**src/rtl/vector_pkg.sv**
```systemverilog
// ---------------------------------------------------------------------------
// vector_pkg
// Shared definitions for the vector sequencer: operation encodings and the
// sequencer FSM state enumeration. Imported by vector_seq_unit and vrf_param.
// ---------------------------------------------------------------------------
package vector_pkg;

  localparam logic [1:0] VOP_LOAD  = 2'b00;
  localparam logic [1:0] VOP_STORE = 2'b01;
  localparam logic [1:0] VOP_ADD   = 2'b10;
  localparam logic [1:0] VOP_SUB   = 2'b11;

  typedef enum logic [2:0] {
    IDLE  = 3'd0,
    OPRD  = 3'd1,
    LOAD  = 3'd2,
    CAP   = 3'd3,
    STORE = 3'd4,
    EXEC  = 3'd5,
    WB    = 3'd6,
    DONE  = 3'd7
  } state_t;

endpackage

```
**src/rtl/vrf_param.sv**
```systemverilog
// ---------------------------------------------------------------------------
// vrf_param
// Vector register file: NVREG registers of LANES*EW bits each.
// Ports:
//   i_clk, i_rst_n           clock, asynchronous active-low clear of all regs
//   i_ra_sel / o_ra_data     combinational read port A
//   i_rb_sel / o_rb_data     combinational read port B
//   i_dbg_sel / o_dbg_data   combinational debug read port
//   i_we, i_wsel, i_wdata    synchronous write port
// ---------------------------------------------------------------------------
module vrf_param
  import vector_pkg::*;
#(
  parameter int LANES = 4,
  parameter int EW    = 8,
  parameter int NVREG = 4
) (
  input  logic                       i_clk,
  input  logic                       i_rst_n,
  input  logic [$clog2(NVREG)-1:0]   i_ra_sel,
  output logic [LANES*EW-1:0]        o_ra_data,
  input  logic [$clog2(NVREG)-1:0]   i_rb_sel,
  output logic [LANES*EW-1:0]        o_rb_data,
  input  logic [$clog2(NVREG)-1:0]   i_dbg_sel,
  output logic [LANES*EW-1:0]        o_dbg_data,
  input  logic                       i_we,
  input  logic [$clog2(NVREG)-1:0]   i_wsel,
  input  logic [LANES*EW-1:0]        i_wdata
);

  logic [LANES*EW-1:0] r_regs [NVREG];

  always_ff @(posedge i_clk or negedge i_rst_n) begin
    if (!i_rst_n) begin
      for (int i = 0; i < NVREG; i++) r_regs[i] <= '0;
    end else if (i_we) begin
      r_regs[i_wsel] <= i_wdata;
    end
  end

  assign o_ra_data  = r_regs[i_ra_sel];
  assign o_rb_data  = r_regs[i_rb_sel];
  assign o_dbg_data = r_regs[i_dbg_sel];

endmodule

```
**src/rtl/vector_seq_unit.sv**
```systemverilog
// ---------------------------------------------------------------------------
// vector_seq_unit
// Multi-cycle vector sequencer: VLOAD/VSTORE move one lane per cycle between
// a synchronous data memory and the register file; VADD/VSUB operate on all
// lanes in one EXEC cycle. Lane 0 is the most significant lane of a vector.
// Ports:
//   clock, reset (async, active-low)
//   start, op, vd, vs, base_addr      operation request (sampled in IDLE)
//   busy, done                        status / one-cycle completion pulse
//   mem_addr, mem_rd, mem_wr,
//   mem_wdata, mem_rdata              synchronous memory (rdata one cycle late)
//   dbg_sel, dbg_vec                  combinational register read-out
// Build option: define VECTOR_SAT_EN for unsigned saturating VADD/VSUB;
// otherwise lanes wrap modulo 2^EW.
// ---------------------------------------------------------------------------
module vector_seq_unit
  import vector_pkg::*;
#(
  parameter int LANES = 4,
  parameter int EW    = 8,
  parameter int AW    = 8,
  parameter int NVREG = 4
) (
  input  logic                       clock,
  input  logic                       reset,
  input  logic                       start,
  input  logic [1:0]                 op,
  input  logic [$clog2(NVREG)-1:0]   vd,
  input  logic [$clog2(NVREG)-1:0]   vs,
  input  logic [AW-1:0]              base_addr,
  output logic                       busy,
  output logic                       done,
  output logic [AW-1:0]              mem_addr,
  output logic                       mem_rd,
  output logic                       mem_wr,
  output logic [EW-1:0]              mem_wdata,
  input  logic [EW-1:0]              mem_rdata,
  input  logic [$clog2(NVREG)-1:0]   dbg_sel,
  output logic [LANES*EW-1:0]        dbg_vec
);

  localparam int RW = $clog2(NVREG);
  localparam int KW = $clog2(LANES);
  localparam int VW = LANES * EW;
  localparam logic [KW-1:0] K_LAST = KW'(LANES - 1);

  state_t          r_state, w_state_nxt;
  logic [1:0]      r_op;
  logic [RW-1:0]   r_vd, r_vs;
  logic [AW-1:0]   r_base;
  logic [KW-1:0]   r_k;
  logic [VW-1:0]   r_x1, r_x2, r_t;

  logic [VW-1:0]   w_vec_a, w_vec_b;
  logic            w_we;
  logic [AW-1:0]   w_addr;
  logic [EW-1:0]   w_x1_lane;

  function automatic logic [EW-1:0] lane_op(input logic [EW-1:0] a,
                                            input logic [EW-1:0] b,
                                            input logic          sub);
`ifdef VECTOR_SAT_EN
    logic [EW:0] s;
    if (sub) begin
      s = {1'b0, a} - {1'b0, b};
      return s[EW] ? '0 : s[EW-1:0];   // borrow out means a < b: clamp at 0
    end else begin
      s = {1'b0, a} + {1'b0, b};
      return s[EW] ? '1 : s[EW-1:0];   // carry out: clamp at all-ones
    end
`else
    return sub ? (a - b) : (a + b);
`endif
  endfunction

  // Lane-by-lane evaluation: no carry crosses lane borders.
  function automatic logic [VW-1:0] vec_op(input logic [VW-1:0] a,
                                           input logic [VW-1:0] b,
                                           input logic          sub);
    logic [VW-1:0] res;
    res = '0;
    for (int i = 0; i < LANES; i++)
      res[i*EW +: EW] = lane_op(a[i*EW +: EW], b[i*EW +: EW], sub);
    return res;
  endfunction

  vrf_param #(
    .LANES (LANES),
    .EW    (EW),
    .NVREG (NVREG)
  ) u_vrf (
    .i_clk      (clock),
    .i_rst_n    (reset),
    .i_ra_sel   (r_vd),
    .o_ra_data  (w_vec_a),
    .i_rb_sel   (r_vs),
    .o_rb_data  (w_vec_b),
    .i_dbg_sel  (dbg_sel),
    .o_dbg_data (dbg_vec),
    .i_we       (w_we),
    .i_wsel     (r_vd),
    .i_wdata    (r_t)
  );

  assign w_we      = (r_state == WB);
  assign w_addr    = r_base + AW'(r_k);   // wraps modulo 2^AW
  assign w_x1_lane = r_x1[(LANES - 1 - int'(r_k))*EW +: EW];

  always_ff @(posedge clock or negedge reset) begin
    if (!reset) r_state <= IDLE;
    else        r_state <= w_state_nxt;
  end

  always_ff @(posedge clock or negedge reset) begin
    if (!reset) begin
      r_op   <= '0;
      r_vd   <= '0;
      r_vs   <= '0;
      r_base <= '0;
      r_k    <= '0;
      r_x1   <= '0;
      r_x2   <= '0;
      r_t    <= '0;
    end else begin
      case (r_state)
        IDLE: begin
          if (start) begin
            r_op   <= op;
            r_vd   <= vd;
            r_vs   <= vs;
            r_base <= base_addr;
            r_k    <= '0;
          end
        end
        OPRD: begin
          r_x1 <= w_vec_a;
          r_x2 <= w_vec_b;
        end
        LOAD: begin
          // Memory answers one cycle late: in step k the data for lane k-1 arrives.
          if (r_k != '0) r_t[(LANES - int'(r_k))*EW +: EW] <= mem_rdata;
          r_k <= (r_k == K_LAST) ? '0 : r_k + 1'b1;
        end
        CAP:   r_t[EW-1:0] <= mem_rdata;
        STORE: r_k <= (r_k == K_LAST) ? '0 : r_k + 1'b1;
        EXEC:  r_t <= vec_op(r_x1, r_x2, (r_op == VOP_SUB));
        default: ;
      endcase
    end
  end

  always_comb begin
    w_state_nxt = r_state;
    busy        = 1'b1;
    done        = 1'b0;
    mem_rd      = 1'b0;
    mem_wr      = 1'b0;
    mem_addr    = '0;
    mem_wdata   = '0;
    case (r_state)
      IDLE: begin
        busy = 1'b0;
        if (start) w_state_nxt = (op == VOP_LOAD) ? LOAD : OPRD;
      end
      OPRD: w_state_nxt = (r_op == VOP_STORE) ? STORE : EXEC;
      LOAD: begin
        mem_rd   = 1'b1;
        mem_addr = w_addr;
        if (r_k == K_LAST) w_state_nxt = CAP;
      end
      CAP:  w_state_nxt = WB;
      STORE: begin
        mem_wr    = 1'b1;
        mem_addr  = w_addr;
        mem_wdata = w_x1_lane;
        if (r_k == K_LAST) w_state_nxt = DONE;
      end
      EXEC: w_state_nxt = WB;
      WB:   w_state_nxt = DONE;
      DONE: begin
        done        = 1'b1;
        w_state_nxt = IDLE;
      end
      default: w_state_nxt = IDLE;
    endcase
  end

endmodule
```
**config.mk**
```make
export PLATFORM = sky130hd
export DESIGN_NAME = vector_seq_unit
export DESIGN_NICKNAME = d
export VERILOG_FILES = /design/src/rtl/vector_pkg.sv /design/src/rtl/vrf_param.sv /design/src/rtl/vector_seq_unit.sv
export SDC_FILE = /design/constraint.sdc
export NUM_CORES = 1
export LEC_CHECK = 0
export BUFFER_PORTS_ARGS = -buffer_cell sky130_fd_sc_hd__clkbuf_2
export CORE_ASPECT_RATIO = 0.6
export CORE_MARGIN = 2
export CORE_UTILIZATION = 64
export DETAILED_ROUTE_END_ITERATION = 7
export GPL_TIMING_DRIVEN = 0
export PLACE_DENSITY = 0.89
export SKIP_CTS_REPAIR_TIMING = 1
export SYNTH_ARGS = -nofsm -noshare
export SYNTH_HDL_FRONTEND = slang
export SYNTH_SLANG_ARGS = --single-unit
```
**constraint.sdc**
```tcl
create_clock -name clock -period 5.3 [get_ports clock]
set_input_delay 0.53 -clock clock [delete_from_list [all_inputs] [get_ports clock]]
set_output_delay 0.53 -clock clock [all_outputs]
set_load 0.02 [all_outputs]
```
==> results_dict.tcl, run 1 <==
set metrics [dict create \
    dieArea_sq_um 22900 \
    ant_nets 0 \
    drv_slew 0 \
    start_util_pct 65.5 \
    die_h_um 118 \
    gp_congestion 0.988 \
    netlist_area_sq_um 13800 \
    outcome "complete, but fails checks" \
    hold_viol 13 \
    async_flop_share_pct 100 \
    p_switching_w 0.00523 \
    swShare_pct 42.5 \
    r2r_cells 12 \
    clock_path_buffers 3 \
    cp-end-kind "register" \
    r2r_slack_ns 1.19 \
    max_cap_viol_count 0 \
    placement_rows 41 \
    hold_class "input port to async pin" \
    path_common_cell "o21ai_0" \
    cts_tree "built" \
    critPathTopFamily "buffers and inverters" \
    setup_slack_ns 1.19 \
    wire_per_inst_um 26.9 \
    cts-htree-levels 1 \
    crit_chain "and2_1 > clkbuf_1 > clkbuf_1 > nor2_1 > xnor2_1 > ha_1 > a21oi_1 > a21boi_0 > o21ai_0 > o21ai_0 > xnor2_1 > o21ai_0" \
    n_antenna_cell 0 \
    ir_drop_uv 466 \
    viasPerCell 6.98 \
    period_minus_slack_ns 4.11 \
    setup_viol 0 \
    period_share_pct 77.5 \
    cts_buffers 23 \
    clock_skew_ns 0.00815 \
    core_area_sq_um 21100 \
    overflow 0 \
    seqPwrFrac_pct 31.2 \
    synth_seq_cells 243 \
    r2r_start "r_op[1]" \
    cp_num_buf_inv 2 \
    synth_cells 1061 \
    grt_start_max_net_pins 104 \
    combinationalPowerShare_pct 54.5 \
    dp_hpwl_um 27900 \
    drc 0 \
    antenna_found_initial 0 \
    insertion_delay_ns 0.52 \
    yosysUniqueCellTypes 58 \
    syn_to_final_growth_pct 11.5 \
    yosys_warnings 0 \
    fill_cells 1377 \
    drive_gt1_share_pct 38.2 \
    max_stage_delay_ns 0.67 \
    cp_data_required_time_ns 5.73 \
    drt_iter0_drc 1297 \
    maxSlewHeadroom_pct 20.1 \
    p_int_w 0.00709 \
    p_clk_share_pct 14.3 \
    wirelength_um 39300 \
    num_io_pins 79 \
    multi_input_area_sq_um 7400 \
    most-common-layout-cells "dfrtp_1 (243), mux2_2 (188), mux4_2 (104)" \
    grt_pass1_vias 10300 \
    synth_nets 1132 \
    synth_seq_area_share_pct 43.9 \
    p_per_area_nw_per_um2 798 \
    grt_pass1_wl_um 61400 \
    cp_max_fo 10 \
    worst_pin_slew_ns 1.19 \
    grt_use_total_pct 35.4 \
    syn_avg_cell_area_sq_um 13.0 \
    clock-root-buffer "clkbuf_16" \
    seqCellArea_sq_um 6080 \
    reg2reg_to "r_t[7]" \
    critPathArrivalTime_ns 4.54 \
    rsz0062_at_grt "no" \
    die_w_um 194 \
    hold-worst-slack_ns -0.0157 \
    path_class "register to register" \
    fmax_mhz 244 \
    cts_sinks 243 \
    dr.pass1.iters 6 \
    via_count 10200 \
    finalSetupTns_ns 0 \
    fin_util_pct 73.1 \
    synth_flop_cell "dfrtp_1" \
    violations "hold timing" \
    leakage_nw 6.59 \
    critPathSlowestCell "clkbuf_1" \
    crit_path_start_kind "register" \
    final_common_cell "dfrtp_1" \
    port-buffer-count 77 \
    pre_cts_ws_ns 1.57 \
    nets 1236 \
    clkTransAtPathRegs_ns 0.07 \
    synth_edf_count 0 \
]
layout make-up:
type | count | share of cell area [%]
clock inverters | 8 | 0.778
multi-input cells | 733 | 47.9
inverters | 24 | 0.583
clock buffers | 32 | 4.40
flip-flops and latches | 243 | 39.4
well taps | 279 | 2.26
repair buffers | 79 | 2.91
plain buffers | 61 | 1.76
power by group through the flow:
stage / registers (W) / logic, W / clock network, W
after global routing: 0.00394 / 0.00726 / 0.00186
after global placement: 0.00369 / 0.00623 / 0
after floorplan: 0.00336 / 0.00510 / 0
after detailed placement: 0.00379 / 0.00650 / 0
after CTS: 0.00378 / 0.00658 / 0.00177
final: 0.00385 / 0.00671 / 0.00177
synthesized netlist by cell type (all sizes together), types with 2 or more instances:
master | n | area [sq um]
nor3b | 3 | 32.5
o31ai | 8 | 60.1
nand3b | 3 | 22.5
and3 | 2 | 17.5
a22oi | 10 | 75.1
inv | 24 | 90.1
a21oi | 44 | 220
and2 | 9 | 56.3
fa | 5 | 100
mux2 | 193 | 2170
a221oi | 7 | 73.8
o22ai | 3 | 18.8
nand2 | 51 | 191
nor2 | 70 | 265
xnor2 | 33 | 289
and3b | 2 | 17.5
a21o | 6 | 45.0
nor2b | 6 | 37.5
nor4 | 3 | 25.0
o21a | 2 | 15.0
and4 | 2 | 17.5
buf | 38 | 185
a221o | 2 | 20.0
xor2 | 16 | 140
ha | 39 | 488
nand3 | 5 | 25.0
dfrtp | 243 | 6080
nand2b | 12 | 75.1
a211oi | 3 | 22.5
nor4b | 2 | 17.5
mux2i | 6 | 60.1
nor3 | 8 | 40.0
o21bai | 2 | 15.0
a31oi | 7 | 43.8
mux4 | 104 | 2340
clkbuf | 23 | 86.3
o21ai | 52 | 260
or2 | 2 | 12.5
metrics by stage:
step	cells	total power [W]	cell area [sq um]
final	1459	0.0123	15400
after global routing	1459	0.0131	15400
after CTS	1459	0.0121	15400
after detailed placement	1419	0.0103	14600
after global placement	1417	0.00993	14600
after floorplan	1061	0.00846	13800
flip-flops by register name (all words and copies together), names as in the netlist:
signal / flops
r_op: 2
r_base: 8
r_x1: 32
r_vd: 2
r_x2: 32
u_vrf.r_regs: 128
r_t: 32
r_state: 3
r_k: 2
r_vs: 2
layer usage:
metal	share of wire, %	routed length, um	track usage, %	up-vias
li1	-	-	-	4179
met1	40	15800	52.1	5205
met2	42	16700	50.0	674
met3	13	5160	11.5	131
met4	4.1	1620	11.6	2
met5	0.11	45	2.18	-
worst max-delay path by stage:
| stage | startpoint | end | slack, ns | depth (start not counted) |
|---|---|---|---|---|
| 6_report | r_op[1] | r_t[7] | 1.19 | 12 |
| 2_1_floorplan | r_op[1] | r_t[31] | 2.59 | 12 |
| 5_1_grt | r_op[1] | r_t[23] | 1.12 | 12 |
| 4_1_cts | r_op[1] | r_t[7] | 1.49 | 12 |
| 3_5_place_dp | r_op[1] | r_t[7] | 1.57 | 12 |
| 3_3_place_gp | reset | u_vrf.r_regs[43] | -1.10 | 1 |
worst register-to-register path: stages (launching register included):
cell,delay [ns]
dfrtp_1,0.40
and2_1,0.22
clkbuf_1,0.67
clkbuf_1,0.66
nor2_1,0.14
xnor2_1,0.17
ha_1,0.34
a21oi_1,0.22
a21boi_0,0.18
o21ai_0,0.42
o21ai_0,0.25
xnor2_1,0.16
o21ai_0,0.18
logic make-up after synthesis:
family,after synthesis,synth area share (%)
buffers and inverters,85,2.61
XOR/XNOR,49,3.10
AND/OR/NAND/NOR,183,6.31
AO/OA/AOI/OAI,154,6.77
flip-flops,243,43.9
adder cells (fa/ha/maj),44,4.25
multiplexers,303,33.0
(Power assumes the default switching activity.)
==> inputs of run 2 (changes only) <==
--- a/config.mk
+++ b/config.mk
@@ -5,13 +5,14 @@
 export SDC_FILE = /design/constraint.sdc
 export NUM_CORES = 1
 export LEC_CHECK = 0
+export ABC_AREA = 1
 export BUFFER_PORTS_ARGS = -buffer_cell sky130_fd_sc_hd__clkbuf_2
 export CORE_ASPECT_RATIO = 0.6
 export CORE_MARGIN = 2
-export CORE_UTILIZATION = 64
+export CORE_UTILIZATION = 56
 export DETAILED_ROUTE_END_ITERATION = 7
 export GPL_TIMING_DRIVEN = 0
-export PLACE_DENSITY = 0.89
+export PLACE_DENSITY = 0.83
 export SKIP_CTS_REPAIR_TIMING = 1
 export SYNTH_ARGS = -nofsm -noshare
 export SYNTH_HDL_FRONTEND = slang
==> constraint.sdc (replaced) <==
create_clock -name clock -period 3.47 [get_ports clock]
set_input_delay 0.347 -clock clock [delete_from_list [all_inputs] [get_ports clock]]
set_output_delay 0.347 -clock clock [all_outputs]
set_load 0.02 [all_outputs]
==> run 2 against run 1 <==
Wire length increased by 42%. The flow finishes with violations (DRC). Critical path type unchanged. Clock power increased by 60%. Power increased by 51%.
==> results_dict.tcl, run 2 <==
set metrics [dict create \
    outcome "complete, but fails checks" \
    violations "DRC" \
    critPathSlowestCell "dfrtp_1" \
    maxSlewHeadroom_pct 31.1 \
    overflow 0 \
    cts_buffers 24 \
    ir_drop_uv 507 \
    port-buffer-count 77 \
    ant_nets 0 \
    synth_flop_cell "dfrtp_1" \
    hold_viol 0 \
    clock-root-buffer "clkbuf_16" \
    yosys_warnings 0 \
    placement_rows 45 \
    wire_per_inst_um 23.8 \
    p_per_area_nw_per_um2 1160 \
    netlist_area_sq_um 14300 \
    hold_class "input port to register" \
    wirelength_um 55800 \
    core_area_sq_um 25200 \
    dr.pass1.iters 8 \
    leakage_nw 7.57 \
    yosys-top-cells-area "dfrtp_1 (42%), nand2_1 (10%), a21oi_1 (8.6%)" \
    cp-end-kind "register" \
    rsz0062_at_grt "no" \
    synth_cells 1893 \
    cp_max_fo 10 \
    yosysMostFrequentCell "nand2_1" \
    syn_to_final_growth_pct 11.9 \
    synth_seq_cells 243 \
    cts-htree-levels 1 \
    num_io_pins 79 \
    start_util_pct 56.8 \
    die_w_um 211 \
    synth_seq_area_share_pct 42.4 \
    yosys.area.top_type_share_pct 42.4 \
    async_flop_share_pct 100 \
    setup_viol 0 \
    cts_sinks 243 \
    period_minus_slack_ns 3.33 \
    max_stage_delay_ns 0.43 \
    crit_chain "nand2_2 > buf_2 > clkbuf_2 > nand2_1 > xor2_1 > ha_1 > a21oi_1 > nand2_1 > a21oi_1 > inv_1 > nand2_1 > nand3_1 > a21oi_1" \
    synth_edf_count 0 \
    antenna_found_initial 0 \
    period_share_pct 96.0 \
    n_antenna_cell 0 \
    yosysUniqueCellTypes 51 \
    synth_nets 1964 \
    syn_avg_cell_area_sq_um 7.57 \
    worst_pin_slew_ns 1.03 \
    crit_path_start_kind "register" \
    most-common-layout-cells "nand2_1 (399), a21oi_1 (245), dfrtp_1 (243)" \
    via_count 14900 \
    drv_slew 0 \
    clock_skew_ns 0.0136 \
    grt_start_max_net_pins 97 \
    synth_top_area_cell "dfrtp_1" \
    insertion_delay_ns 0.56 \
    gp_congestion 1.06 \
    viasPerCell 6.35 \
    grt_pass1_vias 13600 \
    place_area_sq_um 15200 \
    cp_data_required_time_ns 3.89 \
    stdcell_count 2346 \
    path_class "register to register" \
    dp_cells 2301 \
    max_cap_viol_count 0 \
    largest_reg_flops 128 \
    final_common_cell "nand2_1" \
    nets 2070 \
    dieArea_sq_um 26900 \
    drt_iter0_drc 2780 \
    clock_path_buffers 3 \
    critPathArrivalTime_ns 3.75 \
    fin_area_sq_um 16000 \
    drc 11 \
    clkTransAtPathRegs_ns 0.07 \
    cts_tree "built" \
    fill_cells 2238 \
    grt_pass1_wl_um 82900 \
    drive_gt1_share_pct 11.2 \
    grt_use_total_pct 41.5 \
    max_flop_register "u_vrf.r_regs" \
    synth_common_cells "nand2_1 (400), a21oi_1 (245), dfrtp_1 (243)" \
    dp_hpwl_um 41200 \
    fmax_mhz 300 \
    die_h_um 128 \
]
==> run 2: cell count changes after synthesis, moves of 104 or more <==
cell     change
inv_1      +186
o21ai_0    +189
a21oi_1    +201
mux4_2     -104
mux2_2     -168
nand2_1    +349
==> run 2: final timing paths <==
| kind | from | to | slack, ns | cells past startpoint |
|---|---|---|---|---|
| setup / recovery | r_op[1] | r_t[15] | 0.14 | 13 |
| hold reg to reg | r_base[0] | r_base[0] | 0.51 | 2 |
| setup reg to reg | r_op[1] | r_t[15] | 0.14 | 13 |
| min in group asynchronous | reset | r_base[2] | 0.35 | 2 |
| hold / removal | base_addr[3] | r_base[3] | 0.005 | 3 |
| max in group asynchronous | reset | u_vrf.r_regs[52] | 1.82 | 4 |
==> run 2: where the power goes <==
part           total (W)  switching (W)  internal, W
combinational     0.0101        0.00685      0.00326
clock            0.00283        0.00123      0.00160
sequential       0.00563        0.00147      0.00416
total             0.0186        0.00955      0.00902
==> run 2: cell families (layout without fill, tap and decap cells) <==
family	Yosys count	in the layout	synth area share [%]
compound gates	617	617	23.6
simple gates	615	615	17.7
buf+inv	328	452	9.08
flops	243	243	42.4
fa+ha+maj	44	44	4.10
xor+xnor	25	25	1.53
mux	21	21	1.65
==> run 2: stage by stage <==
step / hold WS, ns / total power, W / util (%) / setup TNS, ns / setup WS, ns
finish: 0.00510 / 0.0186 / 63.6 / 0 / 0.140
global route: 0.0241 / 0.0197 / 63.6 / 0 / 0.0169
CTS: -0.174 / 0.0180 / 63.6 / -0.179 / -0.0761
detailed placement: 0.395 / 0.0152 / 60.3 / -0.0163 / -0.00835
global placement: 0.467 / 0.0149 / 60.0 / -703.26 / -2.92
floorplan: 0.0514 / 0.0119 / - / 0 / 1.17
==> run 2: layout make-up <==
| cell class | count | area [sq um] | share of cell area [%] |
|---|---|---|---|
| multi-input cells | 1322 | 6960 | 43.3 |
| flip-flops and latches | 243 | 6080 | 37.9 |
| inverters | 228 | 858 | 5.35 |
| clock buffers | 33 | 716 | 4.46 |
| repair buffers | 80 | 459 | 2.86 |
| plain buffers | 100 | 447 | 2.78 |
| well taps | 329 | 412 | 2.57 |
| clock inverters | 11 | 119 | 0.741 |
==> run 2: per-layer routing <==
metal,vias up,share of wire (%),global-route usage [%]
li1,6529,-,-
met1,6948,41,61.2
met2,1248,37,54.6
met3,174,18,17.6
met4,0,3.4,12.2
met5,-,0,0
==> run 2: worst max-delay path, delay by kind of cell (launching register included) <==
kind / cells / cell delay [ns]
simple gates: 5 / 0.62
buf+inv: 3 / 0.86
flops: 1 / 0.43
fa+ha+maj: 1 / 0.36
compound gates: 3 / 0.75
xor+xnor: 1 / 0.17
